### config.mk
export PLATFORM = sky130hd
export DESIGN_NAME = difftest_commit_gen
export DESIGN_NICKNAME = d
export VERILOG_FILES = /design/src/rtl/dt_commit_pkg.sv /design/src/rtl/dt_commit_watchdog.sv /design/src/rtl/difftest_commit_gen.sv
export SDC_FILE = /design/constraint.sdc
export NUM_CORES = 1
export LEC_CHECK = 0
export CORE_UTILIZATION = 30
export DETAILED_ROUTE_END_ITERATION = 8
export SETUP_SLACK_MARGIN = 0.5
export SYNTH_ARGS = -nofsm -noshare
export SYNTH_HDL_FRONTEND = slang
export SYNTH_SLANG_ARGS = --single-unit
### constraint.sdc
create_clock -name clock -period 31.3 [get_ports clock]
set_clock_uncertainty 0.2 [all_clocks]
set_input_delay 3.13 -clock clock [delete_from_list [all_inputs] [get_ports clock]]
set_output_delay 3.13 -clock clock [all_outputs]
set_load 0.005 [all_outputs]
### src/rtl/dt_commit_pkg.sv
// Shared types and constants for the difftest instruction-commit generator.
// Defines the merged commit record, the merge FSM states, and field widths
// used by difftest_commit_gen and its sub-modules.
package dt_commit_pkg;

   localparam int NFUSED_MAX = 255;
   localparam int ROBIDX_W   = 10;
   localparam int LSQIDX_W   = 7;

   typedef enum logic {
      ST_IDLE  = 1'b0,
      ST_MERGE = 1'b1
   } merge_state_t;

   typedef struct packed {
      logic                skip;
      logic                isRVC;
      logic                rfwen;
      logic                fpwen;
      logic                vecwen;
      logic                isLoad;
      logic                isStore;
      logic [4:0]          wpdest;
      logic [7:0]          wdest;
      logic [63:0]         pc;
      logic [31:0]         instr;
      logic [ROBIDX_W-1:0] robIdx;
      logic [LSQIDX_W-1:0] lqIdx;
      logic [LSQIDX_W-1:0] sqIdx;
      logic [7:0]          nFused;
      logic [7:0]          special;
   } commit_rec_t;

endpackage

### src/rtl/dt_commit_watchdog.sv
// No-commit watchdog: counts cycles since the last emitted record,
// saturating at TIMEOUT, and raises a sticky error flag when the count
// reaches TIMEOUT. Only reset clears the flag.
//   clock     : clock
//   reset     : asynchronous active-high reset
//   kick      : a record is emitted this cycle (restarts the count)
//   stall_err : sticky watchdog flag
module dt_commit_watchdog #(
   parameter int TIMEOUT = 5000
) (
   input  logic clock,
   input  logic reset,
   input  logic kick,
   output logic stall_err
);

   localparam int            CW    = $clog2(TIMEOUT + 1);
   localparam logic [CW-1:0] LIMIT = CW'(TIMEOUT);

   logic [CW-1:0] idle_cnt_p1;
   logic          err_p1;

   always_ff @(posedge clock or posedge reset) begin
      if (reset) begin
         idle_cnt_p1 <= '0;
         err_p1      <= 1'b0;
      end else begin
         if (kick) begin
            idle_cnt_p1 <= '0;
         end else if (idle_cnt_p1 != LIMIT) begin
            idle_cnt_p1 <= idle_cnt_p1 + 1'b1;
         end
         // Flag rises on the same edge the count lands on TIMEOUT.
         if (!kick && (idle_cnt_p1 == LIMIT - 1'b1)) begin
            err_p1 <= 1'b1;
         end
      end
   end

   assign stall_err = err_p1;

endmodule

### src/rtl/difftest_commit_gen.sv
// Difftest commit-channel generator. Merges the retired micro-ops of one
// architectural instruction into a single commit record and drives it,
// registered, one cycle after the last micro-op. Also keeps the
// retired-instruction counter and the no-commit watchdog.
//   clock, reset            : clock, asynchronous active-high reset
//   uop_*                   : ROB retire port, one micro-op per cycle
//   dt_*                    : registered commit record toward the DPI sink
//   instret                 : count of emitted records (wraps at 2^64)
//   stall_err               : sticky no-commit watchdog flag
module difftest_commit_gen
   import dt_commit_pkg::*;
#(
   parameter int COREID  = 0,
   parameter int INDEX   = 0,
   parameter int TIMEOUT = 5000
) (
   input  logic                clock,
   input  logic                reset,
   input  logic                uop_valid,
   input  logic                uop_last,
   input  logic                uop_flush,
   input  logic                uop_skip,
   input  logic                uop_isRVC,
   input  logic                uop_rfwen,
   input  logic                uop_fpwen,
   input  logic                uop_vecwen,
   input  logic                uop_isLoad,
   input  logic                uop_isStore,
   input  logic [4:0]          uop_wpdest,
   input  logic [7:0]          uop_wdest,
   input  logic [63:0]         uop_pc,
   input  logic [31:0]         uop_instr,
   input  logic [ROBIDX_W-1:0] uop_robIdx,
   input  logic [LSQIDX_W-1:0] uop_lqIdx,
   input  logic [LSQIDX_W-1:0] uop_sqIdx,
   input  logic [7:0]          uop_special,
   output logic                dt_enable,
   output logic                dt_valid,
   output logic                dt_skip,
   output logic                dt_isRVC,
   output logic                dt_rfwen,
   output logic                dt_fpwen,
   output logic                dt_vecwen,
   output logic                dt_isLoad,
   output logic                dt_isStore,
   output logic [4:0]          dt_wpdest,
   output logic [7:0]          dt_wdest,
   output logic [63:0]         dt_pc,
   output logic [31:0]         dt_instr,
   output logic [ROBIDX_W-1:0] dt_robIdx,
   output logic [LSQIDX_W-1:0] dt_lqIdx,
   output logic [LSQIDX_W-1:0] dt_sqIdx,
   output logic [7:0]          dt_nFused,
   output logic [7:0]          dt_special,
   output logic [7:0]          dt_coreid,
   output logic [7:0]          dt_index,
   output logic [63:0]         instret,
   output logic                stall_err
);

   function automatic logic [7:0] sat_inc_nfused(input logic [7:0] c);
      return (c == 8'(NFUSED_MAX)) ? c : c + 8'd1;
   endfunction

   merge_state_t state, state_n;
   commit_rec_t  acc, acc_n;
   commit_rec_t  uop_rec_p0, merged_p0, rec_p0;
   logic         emit_p0;
   commit_rec_t  rec_p1;
   logic         vld_p1;
   logic [63:0]  instret_p1;

   // Stage p0: current uop viewed as a record, and the accumulator with it folded in.
   always_comb begin
      uop_rec_p0         = '0;
      uop_rec_p0.skip    = uop_skip;
      uop_rec_p0.isRVC   = uop_isRVC;
      uop_rec_p0.rfwen   = uop_rfwen;
      uop_rec_p0.fpwen   = uop_fpwen;
      uop_rec_p0.vecwen  = uop_vecwen;
      uop_rec_p0.isLoad  = uop_isLoad;
      uop_rec_p0.isStore = uop_isStore;
      uop_rec_p0.wpdest  = uop_wpdest;
      uop_rec_p0.wdest   = uop_wdest;
      uop_rec_p0.pc      = uop_pc;
      uop_rec_p0.instr   = uop_instr;
      uop_rec_p0.robIdx  = uop_robIdx;
      uop_rec_p0.lqIdx   = uop_lqIdx;
      uop_rec_p0.sqIdx   = uop_sqIdx;
      uop_rec_p0.special = uop_special;

      // pc/instr/isRVC/robIdx stay from the first uop; LSQ indices track the latest.
      merged_p0         = acc;
      merged_p0.nFused  = sat_inc_nfused(acc.nFused);
      merged_p0.skip    = acc.skip    | uop_skip;
      merged_p0.rfwen   = acc.rfwen   | uop_rfwen;
      merged_p0.fpwen   = acc.fpwen   | uop_fpwen;
      merged_p0.vecwen  = acc.vecwen  | uop_vecwen;
      merged_p0.isLoad  = acc.isLoad  | uop_isLoad;
      merged_p0.isStore = acc.isStore | uop_isStore;
      merged_p0.lqIdx   = uop_lqIdx;
      merged_p0.sqIdx   = uop_sqIdx;
      if (uop_rfwen | uop_fpwen | uop_vecwen) begin
         merged_p0.wpdest = uop_wpdest;
         merged_p0.wdest  = uop_wdest;
      end
      if (uop_special != 8'd0) begin
         merged_p0.special = uop_special;
      end
   end

   always_comb begin
      state_n = state;
      acc_n   = acc;
      emit_p0 = 1'b0;
      rec_p0  = uop_rec_p0;
      if (uop_flush) begin
         state_n = ST_IDLE;
         acc_n   = '0;
      end else if (uop_valid) begin
         case (state)
            ST_IDLE: begin
               if (uop_last) begin
                  emit_p0 = 1'b1;
               end else begin
                  acc_n   = uop_rec_p0;
                  state_n = ST_MERGE;
               end
            end
            ST_MERGE: begin
               if (uop_last) begin
                  emit_p0 = 1'b1;
                  rec_p0  = merged_p0;
                  acc_n   = '0;
                  state_n = ST_IDLE;
               end else begin
                  acc_n = merged_p0;
               end
            end
            default: begin
               state_n = ST_IDLE;
               acc_n   = '0;
            end
         endcase
      end
   end

   // Stage p1: registered record, strobe and retired-instruction counter.
   always_ff @(posedge clock or posedge reset) begin
      if (reset) begin
         state      <= ST_IDLE;
         acc        <= '0;
         rec_p1     <= '0;
         vld_p1     <= 1'b0;
         instret_p1 <= '0;
      end else begin
         state  <= state_n;
         acc    <= acc_n;
         vld_p1 <= emit_p0;
         if (emit_p0) begin
            rec_p1     <= rec_p0;
            instret_p1 <= instret_p1 + 64'd1;
         end
      end
   end

   dt_commit_watchdog #(
      .TIMEOUT (TIMEOUT)
   ) u_watchdog (
      .clock     (clock),
      .reset     (reset),
      .kick      (emit_p0),
      .stall_err (stall_err)
   );

   assign dt_enable  = vld_p1;
   assign dt_valid   = vld_p1;
   assign dt_skip    = rec_p1.skip;
   assign dt_isRVC   = rec_p1.isRVC;
   assign dt_rfwen   = rec_p1.rfwen;
   assign dt_fpwen   = rec_p1.fpwen;
   assign dt_vecwen  = rec_p1.vecwen;
   assign dt_isLoad  = rec_p1.isLoad;
   assign dt_isStore = rec_p1.isStore;
   assign dt_wpdest  = rec_p1.wpdest;
   assign dt_wdest   = rec_p1.wdest;
   assign dt_pc      = rec_p1.pc;
   assign dt_instr   = rec_p1.instr;
   assign dt_robIdx  = rec_p1.robIdx;
   assign dt_lqIdx   = rec_p1.lqIdx;
   assign dt_sqIdx   = rec_p1.sqIdx;
   assign dt_nFused  = rec_p1.nFused;
   assign dt_special = rec_p1.special;
   assign dt_coreid  = 8'(COREID);
   assign dt_index   = 8'(INDEX);
   assign instret    = instret_p1;

endmodule
==> results.sh <==
export IMPL_min_delay_start="dt_lqIdx[6]"
export IMPL_nets=2160
export IMPL_fill_cells=5266
export IMPL_synthTopCellsByCount="449 x nand2_1, 378 x dfrtp_1, 258 x o21ai_0"
export IMPL_rr_endpoint="acc[80]"
export IMPL_die_area_um2=55800
export IMPL_routed_wl_um=45700
export IMPL_io_pins=392
export IMPL_yosysMostFrequentCell="nand2_1"
export IMPL_dpl_hpwl_um=30800
export IMPL_drive_gt1_share_pct=4.67
export IMPL_synth_top_area_share_pct=57.5
export IMPL_cts_resized=0
export IMPL_layout_min_cycle_time_ps=6360
export IMPL_row_count=85
export IMPL_power_leakage_nw=9.65
export IMPL_synth_area_leaders="dfrtp_1 57%, nand2_1 10%, o21ai_0 7.8%, mux2i_1 7.5%, xnor2_1 2.1%"
export IMPL_hp_class="reg2reg"
export IMPL_r2r_slack_ps=28160
export IMPL_worstPathArrival_ps=6590
export IMPL_criticalPathCategory="in2reg"
export IMPL_vias_per_cell=4.73
export IMPL_fp_dieW_um=236
export IMPL_clk_pin_slew_ps=60
export IMPL_finalNonFillerCells=2734
export IMPL_cts_sinks=378
export IMPL_utilization_pct=41.2
export IMPL_cts_tree="done"
export IMPL_port_buffers=375
export IMPL_ys_seq_area_share_pct=57.5
export IMPL_cts_max_path_buffers=3
export IMPL_worst_path_buf_inv=2
export IMPL_gp_congestion=0.823
export IMPL_synth_ff_type="dfrtp_1"
export IMPL_max_stage_delay_ps=1100
export IMPL_vias=12900
export IMPL_cp_data_required_time_ps=31520
export IMPL_start_util_pct=30.5
export IMPL_crit_path_end_kind="register"
export IMPL_dp_slack_ps=24260
export IMPL_power_density_nw_per_um2=58.0
export IMPL_syn_inst=1666
export IMPL_crit_family="buffers and inverters"
export IMPL_whs_path_depth=2
export IMPL_worstSkewPairLatency_ps=560
export IMPL_wl_per_cell_um=16.7
export IMPL_cts_buffers_inserted=45
export IMPL_antenna_found_initial=3
export IMPL_r2r_start="state"
export IMPL_syn_avg_cell_area_um2=9.88
export IMPL_grt_max_degree=229
export IMPL_htreeDepth=2
export IMPL_dpl_cell_count=2652
export IMPL_setup_viol=0
export IMPL_drt_iter0_drc=725
export IMPL_reg2reg_depth=5
export IMPL_rsz0062_at_grt="no"
export IMPL_whs_endpoint="dt_lqIdx[6]"
export IMPL_cap_viol_max_count=0
export IMPL_yosysTopAreaCell="dfrtp_1"
export IMPL_setup_ws_ps=24940
export IMPL_fin_crit_sh_pct=20.3
export IMPL_start_kind="primary input"
export IMPL_finalSetupTns_ps=0
export IMPL_track_usage_pct=16.3
export IMPL_grt_first_pass_wirelength_um=73000
export IMPL_yosys_warnings=0
export IMPL_route_detailed_drc=0
export IMPL_vdd_ir_drop_max_mv=0.0363
export IMPL_hold_buffers=0
export IMPL_critPathMaxFanout=70
export IMPL_relSlewSlack_pct=25.0
export IMPL_synth_seq_cells=378
export IMPL_synth_edff_count=0
export IMPL_core_um2=54000
export IMPL_path_cells="clkdlybuf4s50_1 > nand3b_4 > clkinv_1 > o41ai_1"
export IMPL_crit_slowest_cell="clkinv_1"
export IMPL_netlist_cell_type_count=46
export IMPL_grt_pass1_vias=12900
export IMPL_die_h_um=236
export IMPL_dr_pass1_iters=5
export IMPL_slew_violations=0
export IMPL_cts_setup_buffers=0
export IMPL_area_growth_pct=35.2
export IMPL_status="finished clean"
export IMPL_cts_root_buf="clkbuf_16"
export IMPL_ant_nets=0
export IMPL_max_freq_mhz=157
export IMPL_syn_area_um2=16500
export IMPL_overflow=0
export IMPL_finalHoldViolations=0
export IMPL_worstMarginPinSlew_ps=1120
export IMPL_async_flop_share_pct=100
report_power, final:
group          switching [mW]  internal, mW  total, mW
Combinational          0.0872         0.108      0.195
Clock                   0.207         0.307      0.514
Sequential             0.0387         0.541      0.580
kinds of logic after synthesis:
logic type,Yosys count,share of synthesized area [%]
AO/OA/AOI/OAI,324,10.6
XOR/XNOR,75,3.99
adder cells (fa/ha/maj),4,0.304
buffers and inverters,128,3.38
flip-flops,378,57.5
multiplexers,124,7.54
other,1,0.0228
AND/OR/NAND/NOR,632,16.7
cells in the final DEF (no fill, tap or decap), types with 23 or more instances in the layout:
master / Yosys / routed
xor2_1: 36 / 36
clkbuf_16: 0 / 47
nor2_1: 40 / 39
xnor2_1: 39 / 39
nand3_1: 31 / 31
dfrtp_1: 378 / 377
mux2i_1: 124 / 124
clkdlybuf4s50_1: 0 / 375
a21oi_1: 30 / 29
nand2_1: 449 / 449
nand4_1: 23 / 23
o21ai_0: 258 / 258
nor3_1: 23 / 23
sequential cells by signal, indices dropped and copies added (netlist names), 5 cells and up:
register	flops
dt_nFused	8
dt_lqIdx	7
dt_wdest	8
instret	64
dt_robIdx	10
dt_sqIdx	7
dt_pc	64
dt_wpdest	5
acc	142
u_watchdog.idle_cnt_p1	13
dt_instr	32
dt_special	8
worst register-to-register path, cell delays in order, from the launching register on:
cell and delay, ps:
dfrtp_4 920, xnor2_1 230, a21oi_4 210, buf_4 460, buf_4 700, o21ai_0 280
metrics by stage:
| step | instance area [um^2] | power (mW) | hold WS (ps) |
|---|---|---|---|
| 2_1_floorplan | 16500 | 0.660 | 250 |
| 3_3_place_gp | 20800 | 0.782 | 258 |
| 3_5_place_dp | 20800 | 0.787 | 263 |
| 4_1_cts | 22200 | 1.31 | 277 |
| 5_1_grt | 22200 | 1.36 | 296 |
| 6_report | 22200 | 1.29 | 275 |
worst max path at each step:
stage                    from                   end  depth (start not counted)
floorplan               reset                acc[0]                          1
global placement    uop_flush          dt_nFused[0]                          5
detailed placement  uop_flush          dt_nFused[0]                          5
CTS                 uop_flush  u_watchdog.stall_err                          4
global route        uop_flush          dt_nFused[3]                          5
finish              uop_flush  u_watchdog.stall_err                          4
routing by layer:
layer	part of all wire [%]	up-vias	global-route usage [%]
li1	-	6292	-
met1	43	6235	21.0
met2	48	336	26.4
met3	7.3	77	5.10
met4	2.2	2	4.80
met5	0.088	-	0
cell type report:
class                           instances  area (um^2)  area share (%)
Timing Repair Buffer                  389         3870            17.4
Clock inverter                         17          151           0.681
Multi-Input combinational cell       1175         6520            29.3
Tap cell                              696          871            3.91
Sequential cell                       378         9460            42.5
Clock buffer                           62         1300            5.85
Inverter                               14         60.1           0.270
Antenna cell                            3         7.51          0.0337
Note: power is estimated with default switching activity, not from simulation.
